<file path="config.mk">
export PLATFORM = sky130hd
export DESIGN_NAME = result_readback_ctrl
export DESIGN_NICKNAME = d
export VERILOG_FILES = /design/src/rtl/result_readback_ctrl_pkg.sv /design/src/rtl/result_lane_serializer.sv /design/src/rtl/result_readback_ctrl.sv
export SDC_FILE = /design/constraint.sdc
export NUM_CORES = 1
export LEC_CHECK = 0
export CORE_ASPECT_RATIO = 2
export CORE_MARGIN = 10
export CORE_UTILIZATION = 25
export DETAILED_ROUTE_END_ITERATION = 8
export GPL_ROUTABILITY_DRIVEN = 0
export GPL_TIMING_DRIVEN = 0
export SLEW_MARGIN = 10
export SYNTH_ARGS = -nofsm -noshare
export SYNTH_HDL_FRONTEND = slang
export SYNTH_SLANG_ARGS = --single-unit
</file>
<file path="constraint.sdc">
create_clock -name clk -period 1.95 [get_ports clk]
set_input_delay 0.2925 -clock clk [delete_from_list [all_inputs] [get_ports clk]]
set_output_delay 0.2925 -clock clk [all_outputs]
set_load 0.01 [all_outputs]
</file>
<file path="src/rtl/result_readback_ctrl_pkg.sv">
// Shared constants and FSM state encoding for the result SRAM readback path.
package result_readback_ctrl_pkg;

  localparam int ADDRESSSIZE    = 10;
  localparam int PARTIAL_SUM_BW = 24;
  localparam int MATRIX_SIZE    = 16;
  localparam int LANE_BW        = 4;

  typedef enum logic [2:0] {
    ST_IDLE,
    ST_READ,
    ST_CAPTURE,
    ST_STREAM,
    ST_DONE
  } state_t;

endpackage

</file>
<file path="src/rtl/result_lane_serializer.sv">
// Holds one fetched SRAM row and presents it lane by lane, lane 0 first.
module result_lane_serializer #(
  parameter int PARTIAL_SUM_BW = 24,
  parameter int MATRIX_SIZE    = 16,
  parameter int LANE_BW        = 4
) (
  input  logic                                   clk,
  input  logic                                   rstn,
  input  logic                                   capture,
  input  logic                                   advance,
  input  logic [PARTIAL_SUM_BW*MATRIX_SIZE-1:0]  row_data,
  output logic [PARTIAL_SUM_BW-1:0]              lane_data,
  output logic [LANE_BW-1:0]                     lane,
  output logic                                   lane_wrap
);

  logic [PARTIAL_SUM_BW*MATRIX_SIZE-1:0] row_reg;

  // The lane counter wraps naturally because MATRIX_SIZE is a power of two.
  always_ff @(posedge clk or negedge rstn) begin
    if (!rstn) begin
      row_reg <= '0;
      lane    <= '0;
    end else if (capture) begin
      row_reg <= row_data;
      lane    <= '0;
    end else if (advance) begin
      lane    <= lane + 1'b1;
    end
  end

  assign lane_data = row_reg[lane*PARTIAL_SUM_BW +: PARTIAL_SUM_BW];
  assign lane_wrap = (lane == LANE_BW'(MATRIX_SIZE - 1));

endmodule

</file>
<file path="src/rtl/result_readback_ctrl.sv">
// Reads num_rows result rows from base_addr and streams them out one lane per beat.
module result_readback_ctrl #(
  parameter int ADDRESSSIZE    = result_readback_ctrl_pkg::ADDRESSSIZE,
  parameter int PARTIAL_SUM_BW = result_readback_ctrl_pkg::PARTIAL_SUM_BW,
  parameter int MATRIX_SIZE    = result_readback_ctrl_pkg::MATRIX_SIZE,
  parameter int LANE_BW        = result_readback_ctrl_pkg::LANE_BW
) (
  input  logic                                   clk,
  input  logic                                   rstn,
  input  logic                                   start,
  input  logic [ADDRESSSIZE-1:0]                 base_addr,
  input  logic [ADDRESSSIZE:0]                   num_rows,
  output logic                                   sram_read_en,
  output logic [ADDRESSSIZE-1:0]                 sram_address,
  input  logic [PARTIAL_SUM_BW*MATRIX_SIZE-1:0]  sram_rdata,
  output logic [PARTIAL_SUM_BW-1:0]              out_data,
  output logic                                   out_valid,
  input  logic                                   out_ready,
  output logic [LANE_BW-1:0]                     out_lane,
  output logic                                   out_last,
  output logic                                   busy,
  output logic                                   done
);

  import result_readback_ctrl_pkg::*;

  localparam logic [ADDRESSSIZE:0] ONE_ROW = (ADDRESSSIZE+1)'(1);

  state_t                 state;
  logic [ADDRESSSIZE-1:0] addr_reg;
  logic [ADDRESSSIZE:0]   rows_left;
  logic                   lane_wrap;
  logic                   transfer;

  assign transfer = out_valid && out_ready;

  result_lane_serializer #(
    .PARTIAL_SUM_BW (PARTIAL_SUM_BW),
    .MATRIX_SIZE    (MATRIX_SIZE),
    .LANE_BW        (LANE_BW)
  ) u_serializer (
    .clk       (clk),
    .rstn      (rstn),
    .capture   (state == ST_CAPTURE),
    .advance   (transfer),
    .row_data  (sram_rdata),
    .lane_data (out_data),
    .lane      (out_lane),
    .lane_wrap (lane_wrap)
  );

  assign out_last = out_valid && (rows_left == ONE_ROW) && lane_wrap;

  // Outputs are registered on the transition into the state that owns them,
  // so sram_address only moves when a new READ is entered.
  always_ff @(posedge clk or negedge rstn) begin
    if (!rstn) begin
      state        <= ST_IDLE;
      addr_reg     <= '0;
      rows_left    <= '0;
      sram_read_en <= 1'b0;
      sram_address <= '0;
      out_valid    <= 1'b0;
      busy         <= 1'b0;
      done         <= 1'b0;
    end else begin
      sram_read_en <= 1'b0;
      done         <= 1'b0;
      case (state)
        ST_IDLE: begin
          if (start) begin
            if (num_rows != '0) begin
              addr_reg     <= base_addr;
              rows_left    <= num_rows;
              sram_address <= base_addr;
              sram_read_en <= 1'b1;
              busy         <= 1'b1;
              state        <= ST_READ;
            end else begin
              done         <= 1'b1;
              state        <= ST_DONE;
            end
          end
        end
        ST_READ: begin
          state <= ST_CAPTURE;
        end
        ST_CAPTURE: begin
          out_valid <= 1'b1;
          state     <= ST_STREAM;
        end
        ST_STREAM: begin
          if (transfer && lane_wrap) begin
            rows_left <= rows_left - 1'b1;
            addr_reg  <= addr_reg + 1'b1;
            out_valid <= 1'b0;
            if (rows_left == ONE_ROW) begin
              busy  <= 1'b0;
              done  <= 1'b1;
              state <= ST_DONE;
            end else begin
              sram_address <= addr_reg + 1'b1;
              sram_read_en <= 1'b1;
              state        <= ST_READ;
            end
          end
        end
        ST_DONE: begin
          state <= ST_IDLE;
        end
        default: begin
          state <= ST_IDLE;
        end
      endcase
    end
  end

endmodule

</file>
==> flow_summary.yaml, run 1 <==
outcome:
  outcome: "complete, but fails checks"
  violations: "hold timing, setup timing"
synthesis:
  syn_inst: 2094
  synth_nets: 2507
  ys.flop_type: "dfrtp_1"
  synth_cell_types: 58
  avgSynthCellArea_um2: 9.43
  yosysSeqAreaShare: 0.540
  synth_xor_area_frac: 0.00443
  synth.area.top_cells: "dfrtp_1 (54%), nand2_1 (22%), mux4_2 (11%), mux2i_1 (1.5%), buf_2 (1.3%)"
  yosysTopAreaCellShare: 0.540
  netlist_top_cells_count: "nand2_1 (1,174), dfrtp_1 (426), mux4_2 (96)"
  yosysMostFrequentCell: "nand2_1"
  synth_edf_count: 0
  async_flop_share: 1.00
  synth-compound-area-share: 0.0369
  synth_area_mm2: 0.0198
  synth_top_family_by_area: "simple AND/OR/NAND/NOR gates"
  synth_mux_area_frac: 0.132
  synth_area_leader_cell: "dfrtp_1"
  synth_simple_gate_area_share: 0.251
  ys_ff_latch: 426
  ys_warn_count: 0
  synthAdderAreaFrac: 0.00253
pwr:
  sw_frac_of_total: 0.423
  cellInternalPower_w: 0.0296
  pwr-share-seq: 0.301
  p_leak_nw: 13.5
  irDropWorstVdd_mv: 0.992
  p_switching_w: 0.0217
  p_clk_frac: 0.185
  p_comb_frac: 0.514
  powerDensity_mw_per_mm2: 1790
detailed_routing:
  via_count: 17000
  drt_iter0_markers: 1161
  drt-total-wl_mm: 95.3
  drtPass1Iterations: 5
  via_per_inst: 4.58
  wire_per_inst_um: 25.6
  post-route-drc-count: 0
  ant_nets: 0
grt:
  use_met3: 0.0527
  grt_pass1_vias: 18500
  grtUsageMet2: 0.362
  grt_max_degree: 104
  grt-ovfl-total: 0
  antenna_found_initial: 22
  grtUsageTotal: 0.205
  gr-usage-met1: 0.233
  top_usage_layer: "met2"
  grt_pass1_wl_mm: 133
clock_network:
  cts_root_buf: "clkbuf_16"
  htreeDepth: 2
  clk_path_buf_depth: 3
  insertion_delay_ns: 0.61
  clock_sinks: 426
  cts_tree: "done"
  cts_inserted_buffers: 43
  clkTransAtPathRegs_ns: 0.07
sta:
  hold_viol_final: 70
  min_period_ns: 3.17
  tightest_slew_ns: 0.821
  holdWs_ns: -0.367
  finClkSkew_ns: 0.0410
  timing.final.ws_setup_ns: -1.22
  rsz0062_at_grt: "true"
  setup_viol: 55
  timing.setup.tns_ns: -30.54
  fin_crit_sh: 1.63
  max_freq_mhz: 315
  slew_headroom: 0.453
  slew_violations: 0
worst_setup_path:
  worstPathRequired_ns: 1.66
  crit_chain: "buf_12, buf_12, buf_8, mux4_2, nor2b_1, a211oi_2, a21oi_1, buf_2"
  r2r-start: "u_serializer.lane[0]"
  slowest_stage: "mux4_2"
  cp_max_fo: 7
  crit_arrival_ns: 2.88
  startpoint_type: "register"
  startpoint: "u_serializer.lane[0]"
  cpMostUsedCell: "buf_12"
  crit_type: "reg -> out"
  cp-end-kind: "output port"
  cpPeakStageDelay_ns: 0.56
floorplan:
  core_mm2: 0.0782
  die_area_mm2: 0.0913
  rows: 145
  io-pin-count: 452
  die_w_um: 219
  die_h_um: 418
  start_util: 0.253
worst_hold_path:
  min_path_type: "in -> async"
layout:
  fillCellCount: 7897
  postLayoutCellArea_mm2: 0.0287
  nNetsFinal: 3060
  largest_reg_flops: 384
  final_cells: 3717
  drive_above_1_share: 0.172
  areaGrowthSynthToFinish_pct: 45.1
placement:
  dp.cells: 3578
  port_buffers: 451
  pre_cts_ws_ns: -1.62
  dp_hpwl_mm: 74.8
  placed_cell_area_mm2: 0.0257
job:
  drv_cap: 0
path summary, 6_finish.rpt:
kind	endpoint	slack [ns]	cells past startpoint
max	out_data[7]	-1.22	8
min	u_serializer.row_reg[32]	-0.37	1
max reg2reg	addr_reg[7]	-0.22	9
min reg2reg	u_serializer.row_reg[160]	0.47	2
max in group asynchronous	u_serializer.row_reg[59]	0.60	4
min in group clk	u_serializer.row_reg[244]	0.20	3
cells in the final DEF, fill, tap and decap left out, types with 13 or more instances in the layout:
cell | synthesis | layout
nand2_1 | 1174 | 1173
dfrtp_1 | 426 | 421
clkdlybuf4s50_1 | 0 | 420
mux4_2 | 96 | 96
buf_4 | 8 | 72
clkbuf_16 | 0 | 44
buf_2 | 51 | 38
a21oi_1 | 40 | 30
buf_6 | 5 | 28
nor2_1 | 22 | 22
clkbuf_4 | 0 | 19
nor2b_1 | 25 | 19
clkbuf_2 | 1 | 17
clkbuf_1 | 56 | 15
clkbuf_8 | 0 | 14
mux2i_4 | 0 | 14
buf_12 | 0 | 13
power by group through the flow:
stage / Sequential (W) / Clock, W / Combinational [W]
floorplan: 0.0147 / 0 / 0.0134
global placement: 0.0154 / 0 / 0.0235
detailed placement: 0.0155 / 0 / 0.0238
CTS: 0.0154 / 0.00969 / 0.0262
global route: 0.0158 / 0.00996 / 0.0285
finish: 0.0154 / 0.00948 / 0.0263
metrics by stage:
step / hold slack [ns] / power [W] / utilization
after floorplan: -0.00309 / 0.0281 / -
after global placement: 0.452 / 0.0389 / 0.327
after detailed placement: 0.299 / 0.0393 / 0.329
after CTS: -0.371 / 0.0512 / 0.362
after global routing: -0.327 / 0.0543 / 0.366
final: -0.367 / 0.0512 / 0.367
critical path: cells and delay by family, from the launching register on:
family,cells,cell delay [ns]
flops,1,0.43
simple gates,1,0.20
compound gates,2,0.45
buf+inv,4,0.62
mux,1,0.56
repair_timing:
action | in CTS | in global routing
resized for setup | 345 | 96
endpoints found under the setup margin | 416 | 409
endpoints found under the hold margin | 70 | 70
buffers inserted | 34 | 17
gates cloned | 3 | 1
pin swaps | 27 | 20
layer usage:
metal  up-vias  part of all wire
li1       7898                 -
met1      8298              0.38
met2       665              0.50
met3       161             0.076
met4        14             0.042
met5         -           0.00097
cell families (layout without fill, tap and decap cells):
family / Yosys count / count (layout)
adders and majority gates: 4 / 4
AOI/OAI and AO/OA: 111 / 111
DFF: 426 / 426
and+or+nand+nor: 1265 / 1265
other: 0 / 8
buffers and inverters: 141 / 727
xor gates and xnor gates: 10 / 10
muxes: 137 / 137
layout make-up:
class	instances	area (um2)	area share
multi-input combinational	1527	8890	0.310
clock buffer	57	1250	0.0436
inverter	7	26.3	0.000916
sequential	426	10700	0.372
timing repair buffer	509	5120	0.179
buffer	133	1060	0.0371
antenna	8	20.0	0.000698
tap	1029	1290	0.0449
clock inverter	21	338	0.0118
Note: power is estimated with default switching activity, not from simulation.
==> run 2, diff against run 1 <==
- CORE_MARGIN: 10 -> 3
- GPL_ROUTABILITY_DRIVEN: 0 -> unset
- REMOVE_ABC_BUFFERS: unset -> 1
==> run 2 against run 1 <==
  * The run still ends with hold timing, setup timing left
  * Core utilization grew 0.51 points
  * Critical path depth shrank 1
  * Non-clock buffer count shrank 55
  * Clock power shrank 6.9%
  * Register-to-register slack lost 0.21 ns
  * Clock skew shrank 0.032 ns
  * Clock-buffer cell count is the same
  * Final area grew 1.4%
  * Critical endpoint is now out_data[15]
  * Die area shrank 9.5%
==> flow_summary.yaml, run 2 (same netlist as run 1, synthesis figures left out) <==
detailed_routing:
  via_count: 16500
  wire_per_inst_um: 19.6
  drtPass1Iterations: 5
  via_per_inst: 4.48
  post-route-drc-count: 0
  drt-total-wl_mm: 72.1
  drt_iter0_markers: 1006
  ant_nets: 0
worst_setup_path:
  worstPathRequired_ns: 1.66
  crit_chain: "buf_16, buf_16, mux4_2, nor2b_4, a211oi_2, a21oi_1, buf_2"
  crit_type: "reg -> out"
  cpPeakStageDelay_ns: 0.56
  cp_max_fo: 7
  r2r-start: "u_serializer.lane[0]"
  slowest_stage: "mux4_2"
  endpoint: "out_data[15]"
  startpoint_type: "register"
  cpMostUsedCell: "buf_16"
  crit_arrival_ns: 2.56
  worst-r2r-setup-slack_ns: -0.43
  startpoint: "u_serializer.lane[0]"
  reg2reg_depth: 9
  reg2reg_to: "sram_address[5]"
  cp-end-kind: "output port"
sta:
  max_freq_mhz: 350
  slew_headroom: 0.602
  slew_violations: 0
  setup_viol: 64
  finClkSkew_ns: 0.00946
  holdWs_ns: -0.324
  fin_crit_sh: 1.46
  timing.final.ws_setup_ns: -0.905
  min_period_ns: 2.86
  hold_viol_final: 69
  timing.setup.tns_ns: -31.67
  rsz0062_at_grt: "true"
  tightest_slew_ns: 0.597
clock_network:
  htreeDepth: 2
  cts_root_buf: "clkbuf_16"
  cts_inserted_buffers: 43
  clock_sinks: 426
  insertion_delay_ns: 0.57
  cts_tree: "done"
  clkTransAtPathRegs_ns: 0.07
  clk_path_buf_depth: 3
pwr:
  p_leak_nw: 13.6
  power.total_w: 0.0475
  powerDensity_mw_per_mm2: 1630
  sw_frac_of_total: 0.377
  pwr-share-seq: 0.324
  p_switching_w: 0.0179
  cellInternalPower_w: 0.0296
  p_comb_frac: 0.490
  p_clk_frac: 0.186
  irDropWorstVdd_mv: 0.952
floorplan:
  die_area_mm2: 0.0826
  core_mm2: 0.0782
  start_util: 0.253
  die_w_um: 205
  io-pin-count: 452
  rows: 145
  die_h_um: 404
grt:
  grt_pass1_vias: 17400
  antenna_found_initial: 32
  grtUsageMet2: 0.306
  use_met3: 0.0355
  top_usage_layer: "met2"
  grt_pass1_wl_mm: 106
  grt-ovfl-total: 0
  gr-usage-met1: 0.188
  grtUsageTotal: 0.170
  grt_max_degree: 99
layout:
  areaGrowthSynthToFinish_pct: 47.2
  largest_reg_flops: 384
  final_common_cell: "nand2_1"
  final_cells: 3681
  multi_input_area_mm2: 0.00892
  regArea_mm2: 0.0107
  nNetsFinal: 3007
  drive_above_1_share: 0.164
  fillCellCount: 7751
  most-common-layout-cells: "nand2_1 (1,170), dfrtp_1 (419), clkdlybuf4s50_1 (419), mux4_2 (96), clkbuf_16 (49)"
placement:
  port_buffers: 451
  place_congestion: 0.831
  pre_cts_ws_ns: -1.30
  dp_hpwl_mm: 46.0
  dp.cells: 3473
worst_hold_path:
  min_path_type: "in -> async"
outcome:
  outcome: "complete, but fails checks"
  violations: "hold timing, setup timing"
job:
  drv_cap: 0
[run 2: changes by cell type in the layout (fill, tap and decap cells not counted), sizes merged, moves of 3 or more]
cell	change
buf	-5
bufbuf	+3
bufinv	-3
clkbuf	-48
clkinvlp	-3
diode	+19
[run 2: power groups by stage]
| stage | logic, W | clock network, W | registers [W] |
|---|---|---|---|
| 6_report | 0.0233 | 0.00883 | 0.0154 |
| 5_1_grt | 0.0258 | 0.00944 | 0.0158 |
| 4_1_cts | 0.0234 | 0.00918 | 0.0154 |
| 3_5_place_dp | 0.0198 | 0 | 0.0159 |
| 3_3_place_gp | 0.0122 | 0 | 0.0161 |
| 2_1_floorplan | 0.0101 | 0 | 0.0155 |
[run 2: through the flow]
| step | hold slack [ns] | utilization | area [um2] |
|---|---|---|---|
| finish | -0.324 | 0.372 | 29100 |
| global route | -0.296 | 0.372 | 29100 |
| CTS | -0.331 | 0.367 | 28700 |
| detailed placement | 0.299 | 0.329 | 25800 |
| global placement | 0.452 | 0.319 | 24900 |
| floorplan | -0.00309 | - | 19100 |
[run 2: metal layers]
metal  up-vias  part of all wire  wire [um]
met5         -           0.00076         55
li1       7820                 -          -
met1      8028              0.37      26400
met3       130             0.058       4180
met2       518              0.53      38400
met4         8             0.042       3060
[run 2: layout make-up]
class                           instances  share of cell area
Clock inverter                         19             0.00861
Inverter                                7            0.000904
Antenna cell                           27             0.00232
Tap cell                             1029              0.0443
Timing Repair Buffer                  587               0.228
Sequential cell                       426               0.367
Multi-Input combinational cell       1529               0.307
Clock buffer                           57              0.0413
[run 2: critical path, delay by kind of cell, from the launching register on]
family	cells	cell delay [ns]
AOI/OAI and AO/OA	2	0.25
buffers and inverters	3	0.48
DFF	1	0.54
muxes	1	0.56
and+or+nand+nor	1	0.15
[run 2: how the worst min path moves through the flow]
stage,endpoint,cells after the start
after floorplan,addr_reg[0],0
after global placement,u_serializer.row_reg[355],2
after detailed placement,u_serializer.row_reg[297],1
after CTS,u_serializer.row_reg[297],1
after global routing,u_serializer.row_reg[297],1
final,u_serializer.row_reg[297],1
[run 2: repair_timing]
action / in CTS / in global routing
hold endpoints to repair: 69 / 69
buffers inserted: 82 / 18
resized for setup: 225 / 71
pin swaps: 29 / 32
endpoints found under the setup margin: 273 / 185
cloned: 14 / 3
==> patch: new RTL, settings of run 2 <==
`PARTIAL_SUM_BW` is set to 24 in 2 places; all go to 36.
--- a/src/rtl/result_readback_ctrl_pkg.sv
+++ b/src/rtl/result_readback_ctrl_pkg.sv
@@ -2,7 +2,7 @@
 package result_readback_ctrl_pkg;
 
   localparam int ADDRESSSIZE    = 10;
-  localparam int PARTIAL_SUM_BW = 24;
+  localparam int PARTIAL_SUM_BW = 36;
   localparam int MATRIX_SIZE    = 16;
   localparam int LANE_BW        = 4;
 
--- a/src/rtl/result_lane_serializer.sv
+++ b/src/rtl/result_lane_serializer.sv
@@ -1,6 +1,6 @@
 // Holds one fetched SRAM row and presents it lane by lane, lane 0 first.
 module result_lane_serializer #(
-  parameter int PARTIAL_SUM_BW = 24,
+  parameter int PARTIAL_SUM_BW = 36,
   parameter int MATRIX_SIZE    = 16,
   parameter int LANE_BW        = 4
 ) (
Interface: changed (resized out_data and sram_rdata); port bits go from 452 to 656. No check against the original RTL was run, so the function may have changed too.
==> patch against run 2 <==
The flow still finishes with violations (negative hold slack, negative setup slack); cell count increased by 12%; area after synthesis increased by 43%; register-to-register slack got worse by 0.03 ns; final area increased by 55%; clock power is 44% higher; sequential share of layout area down 2.5 points; via count grew 18%; combinational power up 60%; wire length increased by 47%; sequential cell count is 192 higher; power rose by 54%; worst hold slack got worse by 0.055 ns; worst setup slack worse by 0.26 ns.
==> patch: results (changes against run 2) <==
| Metric | Value |
|---|---|
| Leak pwr | 18.71 nW (+38%) |
| Count of input and output buffers | 655 (+45%) |
| M1 WL | 39600 um (+50%) |
| Vias per cell | 4.713 (+5.1%) |
| Final setup viols | 273 (+330%) |
| CP arrival | 2.83 ns (+0.27 ns) |
| Pin count of the biggest net entering global routing | 121 (+22%) |
| Placed Instance Area | 36910 um2 (+43%) |
| Clk_lat worst skew | 0.64 ns (+0.07 ns) |
| Final setup TNS | -71.28 ns (-39.61 ns) |
| Clock skew | 0.01775 ns (+0.008290 ns) |
| Setup bufs post-CTS | 184 (+120%) |
| Sequential area share after synthesis | 0.5465 (+0.006807) |
| CP max stage delay | 0.54 ns (-0.02 ns) |
| Crit path to | out_data[35] |
| Adder-Cell Fraction of Synth Area | 0.001769 (-0.0007651) |
| Outcome | finished, violations left |
| First-pass GRT wire length | 150800 um (+42%) |
| Fmax | 0.3207 GHz (-8.4%) |
| Post-placement worst setup slack | -1.442 ns (-0.1376 ns) |
| Top cells by count, synth | dfrtp_1, mux2_2, mux4_1, mux4_2, buf_2 |
| Nets | 3177 (+5.7%) |
| Post-cts resize count | 759 (+240%) |
| Endpoints failing hold | 108 (+57%) |
| Post-route setup slack | -1.169 ns (-0.2631 ns) |
| Failing checks | negative hold slack, negative setup slack |
| Drt wl/cell | 25.50 um (+30%) |
| DR WL met3 | 7628 um (+83%) |
| Mapped Cells | 1683 (-20%) |
| FF-to-FF setup slack | -0.46 ns (-0.03 ns) |
| Drt pass-1 iters | 7 (+2) |
| Routed vias | 19520 (+18%) |
| Worst-case hold slack | -0.3788 ns (-0.05462 ns) |
| Filler instances | 10320 (+33%) |
| Slowest cell on crit path | mux4_1 |
| Largest cells by area after synthesis | dfrtp_1, mux2_2, mux4_1 |
| Relative slew slack | 0.5540 (-0.04803) |
-- patch: cell count changes after synthesis, moves of 31 or more --
| cell | before | now |
|---|---|---|
| mux2_2 | 6 | 585 |
| clkbuf_1 | 56 | 25 |
| nand2_1 | 1174 | 26 |
| mux4_1 | 0 | 97 |
| dfrtp_1 | 426 | 618 |
-- patch: worst min-delay path by stage --
stage	from	to	slack, ns	depth (start not counted)
6_report	rstn	u_serializer.row_reg[128]$_DFFE_PN0N_	-0.38	1
5_1_grt	rstn	u_serializer.row_reg[128]$_DFFE_PN0N_	-0.38	1
4_1_cts	rstn	u_serializer.row_reg[380]$_DFFE_PN0N_	-0.28	1
3_5_place_dp	rstn	u_serializer.row_reg[128]$_DFFE_PN0N_	0.44	1
3_3_place_gp	u_serializer.row_reg[471]$_DFFE_PN0N_	u_serializer.row_reg[471]$_DFFE_PN0N_	0.48	1
2_1_floorplan	rstn	addr_reg[0]$_DFFE_PN0P_	-0.003	0
-- patch: layout make-up --
| type | instances | area [um2] | share of cell area |
|---|---|---|---|
| sequential | 618 | 15480 | 0.3427 |
| multi-input combinational | 944 | 13640 | 0.3020 |
| timing repair buffer | 941 | 11970 | 0.2650 |
| tap | 1496 | 1872 | 0.04143 |
| clock buffer | 86 | 1770 | 0.03918 |
| clock inverter | 24 | 352.8 | 0.007809 |
| antenna | 25 | 62.56 | 0.001385 |
| inverter | 7 | 26.28 | 0.0005815 |
-- patch: where the power goes --
group,internal (W),leakage (nW),switching [W],total (W)
logic,0.0245,10.3,0.0128,0.0373
registers,0.0192,7.33,0.00387,0.0231
clock network,0.00736,1.04,0.00531,0.0127
-- patch: routing by layer --
metal,track usage,vias to the layer above
met5,0,-
met3,0.04600,174
met1,0.1946,10360
li1,-,8207
met4,0.06628,12
met2,0.3075,765
